File: src/rtl/button_bounce_gen.sv
// button_bounce_gen: turns a clean level request into a seeded, bouncing pushbutton waveform
module button_bounce_gen #(
    parameter int          CLK_FREQ     = 1_000,
    parameter int          SETTLE_HZ    = 100,
    parameter int          BOUNCE_PAIRS = 3,
    parameter int          GAP_BITS     = 2,
    parameter logic [15:0] SEED         = 16'hACE1,
    parameter logic        INIT_LEVEL   = 1'b0
) (
    input  logic clk,
    input  logic rst_n,
    input  logic level_in,
    output logic btn_out,
    output logic busy,
    output logic done
);
    localparam int          SETTLE_CYC = CLK_FREQ / SETTLE_HZ;
    localparam int          EDGES      = 2 * BOUNCE_PAIRS + 1;
    localparam int          EW         = $clog2(2 * BOUNCE_PAIRS + 2);
    localparam int          SW         = $clog2(SETTLE_CYC + 1);
    localparam int          GW         = GAP_BITS + 1;
    localparam logic [15:0] SEED_EFF   = (SEED == 16'h0000) ? 16'h0001 : SEED;
    localparam logic [15:0] MASK       = 16'hB400;

    typedef enum logic [1:0] {IDLE, BOUNCE, SETTLE} state_t;

    state_t          r_state, w_state_nx;
    logic [15:0]     r_lfsr, w_lfsr_nx;
    logic [GW-1:0]   r_gap, w_gap_nx, w_gap_load;
    logic [EW-1:0]   r_edges, w_edges_nx;
    logic [SW-1:0]   r_settle, w_settle_nx;
    logic            r_btn, w_btn_nx, r_busy, r_done, w_done_nx;

    assign w_lfsr_nx  = (r_lfsr >> 1) ^ (r_lfsr[0] ? MASK : 16'h0000);
    assign w_gap_load = GW'(r_lfsr[GAP_BITS-1:0]) + GW'(1);
    assign btn_out    = r_btn;
    assign busy       = r_busy;
    assign done       = r_done;

    // next-state: start a burst on a differing request, toggle on gap expiry, then count out the settle time
    always_comb begin
        w_state_nx  = r_state;
        w_btn_nx    = r_btn;
        w_gap_nx    = r_gap;
        w_edges_nx  = r_edges;
        w_settle_nx = r_settle;
        w_done_nx   = 1'b0;
        case (r_state)
            IDLE: begin
                if (level_in != r_btn) begin
                    w_btn_nx   = ~r_btn;
                    w_edges_nx = EW'(1);
                    w_gap_nx   = w_gap_load;
                    if (BOUNCE_PAIRS == 0) begin
                        w_state_nx  = SETTLE;
                        w_settle_nx = SW'(SETTLE_CYC);
                    end else begin
                        w_state_nx = BOUNCE;
                    end
                end
            end
            BOUNCE: begin
                if (r_gap == GW'(1)) begin
                    w_btn_nx   = ~r_btn;
                    w_edges_nx = r_edges + EW'(1);
                    if (r_edges == EW'(EDGES - 1)) begin
                        w_state_nx  = SETTLE;
                        w_settle_nx = SW'(SETTLE_CYC);
                    end else begin
                        w_gap_nx = w_gap_load;
                    end
                end else begin
                    w_gap_nx = r_gap - GW'(1);
                end
            end
            SETTLE: begin
                if (r_settle == SW'(1)) begin
                    w_state_nx  = IDLE;
                    w_settle_nx = '0;
                    w_done_nx   = 1'b1;
                end else begin
                    w_settle_nx = r_settle - SW'(1);
                end
            end
            default: w_state_nx = IDLE;
        endcase
    end

    // state, counters and LFSR; busy is registered from the next state so it tracks the state exactly
    always_ff @(posedge clk or negedge rst_n) begin
        if (!rst_n) begin
            r_state  <= IDLE;
            r_lfsr   <= SEED_EFF;
            r_gap    <= '0;
            r_edges  <= '0;
            r_settle <= '0;
            r_btn    <= INIT_LEVEL;
            r_busy   <= 1'b0;
            r_done   <= 1'b0;
        end else begin
            r_state  <= w_state_nx;
            r_lfsr   <= w_lfsr_nx;
            r_gap    <= w_gap_nx;
            r_edges  <= w_edges_nx;
            r_settle <= w_settle_nx;
            r_btn    <= w_btn_nx;
            r_busy   <= (w_state_nx != IDLE);
            r_done   <= w_done_nx;
        end
    end
endmodule
File: config.mk
export PLATFORM = sky130hd
export DESIGN_NAME = button_bounce_gen
export DESIGN_NICKNAME = d
export VERILOG_FILES = /design/src/rtl/button_bounce_gen.sv
export SDC_FILE = /design/constraint.sdc
export NUM_CORES = 1
export LEC_CHECK = 0
export BUFFER_PORTS_ARGS = -buffer_cell sky130_fd_sc_hd__buf_2
export CORE_MARGIN = 2
export CORE_UTILIZATION = 58
export DETAILED_ROUTE_END_ITERATION = 12
export PLACE_DENSITY = 0.76
export SLEW_MARGIN = 5
export SYNTH_ARGS = -nofsm -noshare
export SYNTH_HDL_FRONTEND = slang
export SYNTH_SLANG_ARGS = --single-unit
export TNS_END_PERCENT = 1
File: constraint.sdc
create_clock -name clk -period 1.6 [get_ports clk]
set_input_delay 0.32 -clock clk [delete_from_list [all_inputs] [get_ports clk]]
set_output_delay 0.32 -clock clk [all_outputs]
set_load 0.02 [all_outputs]
Yosys cells after proc, flatten, opt, wreduce, memory -nomap -nowiden:

Cells that the tools add are included.
Widths: inputs -> output; s select.

* reductions and logical operators: 7
* $add $sub $neg: 4
* mux-type cells: 22
* equality and inequality tests: 10
* bitwise operators: 2

Operator list (number)
* $mux 16: 1
* $xor 15x16->16: 1
* $mux 3: 5
* $mux 4: 3
* $pmux 3 s2: 2
* $reduce_and 3->1: 3
* $mux 2: 4
* $pmux 4 s2: 1
* $ne 2x2->1 const B: 3
* $pmux 2 s3: 1
* $reduce_bool 2->1: 3
* $eq 4x1->1 const B: 1
* $mux 1: 4
* $sub 4x1->4 const B: 1
* $add 2x1->3 const B: 1
* $add 3x1->3 const B: 1
* $eq 3x1->1 const B: 1
* $eq 3x3->1 const B: 1
* $ne 3x3->1 const B: 1
* $sub 3x1->3 const B: 1
* $eq 2x1->1 const B: 1
* $eq 2x2->1 const B: 1
* $logic_not 2->1: 1
* $pmux 1 s2: 1
* other kinds (2): 2

* input bits: 3
* bits in registers: 31
* word-level logic and storage cells: 53
* output and inout bits: 3

Longest topological paths before layout:

Gate-level depths: netlist of the first run.

* depth in word-level cells: 5
* gate-level depth with buffers: 7
* depth with buffers taken out: 7

Worst setup path after synthesis of the first run:

No wires, ideal clock.

* kind: flip-flop to flip-flop
* start point: reg r_gap[1]
* end point: reg r_gap[0]
* cell stages (with the launch flop): 8
* library setup time: 0.132 ns
* data required time: 1.468 ns
* clock period less this slack: 1.447 ns
* path buffers: 0
* data arrival time: 1.315 ns
* setup slack: 0.153 ns
* cell sequence: dfrtp_1 -> inv_1 -> ha_1 -> and4b_2 -> a2bb2oi_2 -> inv_1 -> o21ai_1 -> o211ai_1

* cells in the longest elaborated chain, start to end: 3
* elaborated cells between the ends (all ways): 5
* those cells by class: eq/ne: 2; mux: 2; reduce/logical: 1

Ends and longest elaborated chain
* start: declaration: RTL line 29 `logic [GW-1:0] r_gap, w_gap_nx, w_gap_load;`
* start signal: assignment: RTL line 103 `r_gap <= w_gap_nx;`
* $eq 3x1->1 *: RTL line 63 `if (r_gap == GW'(1)) begin`
* $ne 3x3->1 (no line) or $mux 3 (tied branches)
* $reduce_and 3->1 (no line) or $pmux 3 s2 (tied branches)

Mark *: on every way between the ends. The rest lies on a longest branch, timed or not.
A chain may end at the register's enable or synchronous reset.

Worst setup path in the final report of the first run:

* start point: reg r_edges[0]
* end point: reg r_gap[1]

* cells in the longest elaborated chain, start to end: 3

Ends and longest elaborated chain
* start: declaration: RTL line 30 `logic [EW-1:0] r_edges, w_edges_nx;`
* start signal: assignment: RTL line 104 `r_edges <= w_edges_nx;`
* $eq 3x3->1: RTL line 66 `if (r_edges == EW'(EDGES - 1)) begin`
* $ne 3x3->1 (no line)
* $reduce_and 3->1 (no line)

No other way between the ends.

==> impl_metrics.tcl, run 1 <==
set metrics [dict create \
    status "complete, no violations" \
    fin_nets 137 \
    finalSetupViolCount 0 \
    syn_nets 124 \
    finClkSkew_ns 0.01785 \
    setup_tns_ns 0 \
    slowest_delay_ns 0.43 \
    cts_tree "done" \
    final_cell_mix "dfrtp_1, nor2_1, o21ai_0, dfstp_2, inv_1" \
    path_max_fanout 5 \
    vias_per_cell 5.744 \
    dp_hpwl_um 1540 \
    worstPathRequired_ns 1.84 \
    drv_slew 0 \
    p_per_area_nw_per_um2 1699 \
    first_global_vias 896 \
    placementRows 17 \
    drt_first_pass_iters 4 \
    finalPower_mw 2.587 \
    path_buf_inv 2 \
    grt_remaining_overflow 0 \
    slowest_stage "dfrtp_1" \
    drc 0 \
    arrival_ns 1.78 \
    cts.root.buffer_cell "clkbuf_4" \
    htree_levels 2 \
    drtIter0Drc 11 \
    ant_nets 0 \
    max_freq_ghz 0.6517 \
    cts.reportedPaths.clkPinSlew_ns 0.11 \
    die_height_um 51.78 \
    grt_util_all_layers 0.2242 \
    p_int_mw 1.668 \
    final_common_cell "dfrtp_1" \
    ys_ff_latch 31 \
    dieWidth_um 51.78 \
    syn_area_per_cell_sq_um 11.61 \
    seqPwrFrac 0.409 \
    numCtsBuffers 5 \
    hold_viol_final 0 \
    yosysWarnings 0 \
    p_sw_uw 918.8 \
    swShare 0.3551 \
    antenna_cells 0 \
    vdd.ir_drop.worst_mv 1.091 \
    vias 896 \
    ys_types 35 \
    grt_start_max_net_pins 32 \
    start_util 0.6042 \
    drive_gt1_frac 0.2500 \
    clk_latency_ns 0.34 \
    dieArea_sq_um 2681 \
    wl_per_cell_um 15.26 \
    leakage_nw 0.7100 \
    grt_pass1_wl_um 4126 \
    core_area_sq_um 2191 \
    crit_chain "inv_1, ha_1, and4b_2, a2bb2oi_4, buf_4, a21oi_1" \
    wl_um 2380 \
    fin_crit_sh 0.9591 \
    cpLargestDelayFamily "flip-flops" \
    clockPowerShare 0.248 \
    clock_sinks 31 \
    period_needed_ns 1.534 \
    tightest_slew_ns 0.6614 \
    clock_path_buffers 2 \
    netlist_area_sq_um 1324 \
    antenna_found_initial 0 \
    syn_to_final_growth_pct 15.03 \
    portBuffers 5 \
    final_util 0.6950 \
    slew_headroom 0.5591 \
    synth-seq-area-share 0.5936 \
    globalplace.congestion 0.8567 \
    crit_path_end_kind "flop" \
    startpoint_type "flop" \
    pin_count 6 \
    combPwrFrac 0.344 \
    maxCapViolCount 0 \
    hold_slack_ns 0.3425 \
    path_class "reg2reg" \
    hp-class "reg2reg" \
    synthCells 114 \
]
## layer usage
metal,up-vias,GRT usage,wire (um)
li1,423,-,-
met1,450,0.2660,1047
met2,16,0.3654,1199
met3,7,0.06897,86
met4,0,0.1184,48
met5,-,0,0
## worst paths after layout
check	endpoint	slack, ns	cells after the start	startpoint
worst max-delay path	r_gap[1]	0.07	6	r_edges[0]
worst min-delay path	r_lfsr[3]	0.34	0	r_lfsr[4]
max in group asynchronous	r_lfsr[1]	0.62	2	rst_n
min in group asynchronous	busy	0.54	2	rst_n
worst min register to register	r_lfsr[3]	0.34	0	r_lfsr[4]
worst max register to register	r_gap[1]	0.07	6	r_edges[0]
## metrics by stage
stage / setup slack, ns / area (sq um) / cells
2_1_floorplan: 0.1526 / 1324 / 114
3_3_place_gp: 0.09208 / 1381 / 146
3_5_place_dp: -0.03839 / 1381 / 146
4_1_cts: 0.008395 / 1491 / 155
5_1_grt: -0.002565 / 1523 / 156
6_report: 0.06551 / 1523 / 156
## Yosys cell counts
library cell,instances,area share
xor2_1,5,0.033
o32ai_1,1,0.0066
a21oi_1,5,0.019
a2bb2oi_2,1,0.011
buf_6,1,0.0085
or4_1,1,0.0057
o21ai_0,8,0.030
o31ai_1,1,0.0057
nand2_1,6,0.017
nor3_1,2,0.0076
a31oi_1,2,0.0095
a211o_1,1,0.0066
a211oi_1,1,0.0057
nor3b_1,1,0.0057
nor2b_1,1,0.0047
and3b_1,1,0.0066
dfstp_2,8,0.16
o22a_1,1,0.0066
or2b_1,1,0.0057
nor2_1,9,0.026
nand3_1,2,0.0076
o211ai_1,2,0.011
buf_2,2,0.0076
inv_1,8,0.023
nor4_1,1,0.0047
a32oi_1,2,0.013
o21a_1,1,0.0057
o31a_1,1,0.0066
nand2b_1,2,0.0095
o21ai_1,2,0.0076
and4b_2,1,0.0085
clkbuf_1,1,0.0028
ha_1,7,0.066
dfrtp_1,23,0.43
and2b_1,2,0.011
## registers in the layout (all words and copies together), names as in the netlist
| signal | count |
|---|---|
| btn_out | 1 |
| busy | 1 |
| done | 1 |
| r_edges | 3 |
| r_gap | 3 |
| r_lfsr | 16 |
| r_settle | 4 |
| r_state | 2 |
## worst register-to-register path, cell delays in order (launching register included)
cell and delay (ns):
dfrtp_1 0.43, inv_1 0.06, ha_1 0.20, and4b_2 0.27, a2bb2oi_4 0.16, buf_4 0.16, a21oi_1 0.17
## timing repair
item                       4_1_cts  5_1_grt
hold buffers                     1        0
setup endpoints to repair        1        3
pin swaps                        0        2
setup buffers                    0        1
hold endpoints to repair         3        0
resized for setup                2        5
## power by group through the flow
stage                     clock network (mW)  logic (mW)  registers [mW]
after floorplan                            0       0.595            1.04
after global placement                     0       0.744            1.04
after detailed placement                   0       0.782            1.06
after CTS                              0.660       0.822            1.04
after global routing                   0.686        1.01            1.07
final                                  0.640       0.889            1.06
## kinds of logic (layout without fill, tap and decap cells)
logic type      count (synthesis)  count (layout)  share of synthesized area
fa+ha+maj                       7               7                    0.06616
simple gates                   30              30                     0.1200
flops                          31              31                     0.5936
xor+xnor                        5               5                    0.03308
compound gates                 29              29                     0.1456
buf+inv                        12              26                    0.04159
## final cells by class
type	instances	area [sq um]
flip-flops and latches	31	785.8
clock inverters	2	35.03
fillers	154	668.1
inverters	8	30.03
clock buffers	6	51.30
multi-input cells	71	520.5
well taps	28	35.03
repair buffers	10	65.06
(Power assumes the default switching activity.)
==> inputs of run 2 (changes only) <==
Settings changed: CELL_PAD_IN_SITES_DETAIL_PLACEMENT from default to 1, CELL_PAD_IN_SITES_GLOBAL_PLACEMENT from default to 2, CORE_UTILIZATION 58 to 40, PLACE_DENSITY 0.76 to default, PLACE_DENSITY_LB_ADDON from default to 0.1.
==> impl_metrics.tcl, run 2 (synthesized netlist as in run 1, its figures left out) <==
set metrics [dict create \
    wl_um 2487 \
    hp-class "in2async" \
    drtIter0Drc 32 \
    htree_levels 2 \
    placementRows 20 \
    cts.hold.buffers_added 0 \
    cts.reportedPaths.clkPinSlew_ns 0.10 \
    dp_hpwl_um 1703 \
    stdcell_count 176 \
    placed_cells 164 \
    syn_to_final_growth_pct 15.41 \
    antenna_found_initial 0 \
    hold_viol_final 0 \
    finalSetupViolCount 0 \
    path_class "reg2reg" \
    largest_reg_flops 16 \
    grt_remaining_overflow 0 \
    dieWidth_um 61.53 \
    finalInstanceArea_sq_um 1528 \
    leakage_nw 0.7108 \
    ant_nets 0 \
    vias_per_cell 5.085 \
    vdd.ir_drop.worst_mv 0.6816 \
    grt_pass1_wl_um 4264 \
    final_util 0.4923 \
    die_height_um 61.53 \
    grt_util_all_layers 0.1613 \
    dp_slack_ns -0.009113 \
    placed_cell_area_sq_um 1416 \
    crit_path_end_kind "flop" \
    crit_start "r_gap[1]" \
    period_needed_ns 1.516 \
    fin_nets 141 \
    drt_first_pass_iters 2 \
    status "complete, no violations" \
    r2r-start "r_gap[1]" \
    dieArea_sq_um 3785 \
    clk_latency_ns 0.32 \
    arrival_ns 1.73 \
    tightest_slew_ns 0.6494 \
    p_per_area_nw_per_um2 1588 \
    grt_start_max_net_pins 32 \
    final_common_cell "dfrtp_1" \
    core_area_sq_um 3103 \
    fillers 357 \
    clock_path_buffers 2 \
    max_freq_ghz 0.6595 \
    path_max_fanout 5 \
    fin_crit_sh 0.9477 \
    numCtsBuffers 5 \
    vias 895 \
    maxCapViolCount 0 \
    rsz0062_at_grt "true" \
    wl_per_cell_um 14.13 \
    slew_headroom 0.5671 \
    finClkSkew_ns 0.006157 \
    globalplace.congestion 0.7712 \
    portBuffers 5 \
    final_cell_mix "dfrtp_1, nor2_1, buf_4" \
    regMostFlops "r_lfsr" \
    antenna_cells 0 \
    drv_slew 0 \
    pin_count 6 \
    worstPathRequired_ns 1.81 \
    clock_sinks 31 \
    first_global_vias 925 \
    cts.root.buffer_cell "clkbuf_4" \
    start_util 0.4266 \
    drive_gt1_frac 0.2576 \
    drc 0 \
    reg.largest.list "r_lfsr x16, r_settle x4" \
    worst_slack_ns 0.08364 \
    startpoint_type "flop" \
    cts_tree "done" \
]
run 2: cell count changes in the layout (fill, tap and decap cells not counted), sizes merged:
| cell | before | now |
|---|---|---|
| bufinv | 1 | 0 |
| buf | 9 | 14 |
| dlygate4sd3 | 1 | 0 |
| clkinvlp | 0 | 1 |
run 2: critical path, cell delays in order (launching register included):
cell	delay, ns
dfrtp_1	0.37
inv_1	0.09
ha_1	0.17
and4b_2	0.29
a2bb2oi_4	0.19
inv_1	0.09
o21ai_2	0.11
o211ai_1	0.09
run 2: layer usage:
| layer | GRT usage | vias up | wire (um) |
|---|---|---|---|
| met5 | 0 | - | 0 |
| met4 | 0.07295 | 0 | 53 |
| met3 | 0.05042 | 6 | 68 |
| met2 | 0.2511 | 7 | 1207 |
| met1 | 0.2059 | 451 | 1158 |
| li1 | - | 431 | - |
run 2: worst paths after layout:
path	slack (ns)	depth (start not counted)	end
setup / recovery	0.08	7	r_gap[0]
hold / removal	0.006	1	r_lfsr[1]
setup reg to reg	0.08	7	r_gap[0]
hold reg to reg	0.36	0	r_lfsr[8]
max in group asynchronous	1.16	1	r_edges[0]
min in group clk	0.36	0	r_lfsr[8]
run 2: cell type report:
| type | instances | area (sq um) | share of cell area |
|---|---|---|---|
| inverters | 8 | 30.03 | 0.01966 |
| clock inverters | 2 | 12.51 | 0.008190 |
| clock buffers | 6 | 41.29 | 0.02703 |
| flip-flops and latches | 31 | 785.8 | 0.5143 |
| repair buffers | 14 | 92.59 | 0.06061 |
| well taps | 44 | 55.05 | 0.03604 |
| multi-input cells | 71 | 510.5 | 0.3342 |
run 2: through the flow:
step / TNS [ns] / hold WS, ns / power [mW]
global route: -0.04149 / 0.03561 / 2.649
floorplan: 0 / 0.02441 / 1.630
detailed placement: -0.009113 / 0.3388 / 1.882
finish: 0 / 0.006206 / 2.427
CTS: 0 / 0.02839 / 2.377
global placement: 0 / 0.3331 / 1.857
run 2: report_power, final:
part | total, mW | switching [mW] | internal, mW | leakage, nW
Clock | 0.435 | 0.266 | 0.169 | 0.0282
Sequential | 1.04 | 0.130 | 0.908 | 0.372
Combinational | 0.954 | 0.511 | 0.443 | 0.311
run 2: what timing repair did:
item / in CTS / in global routing
gates resized for setup: 1 / 4
endpoints found under the hold margin: 0 / 0
pin swaps: 0 / 2
setup buffers: 1 / 3
setup endpoints to repair: 1 / 4
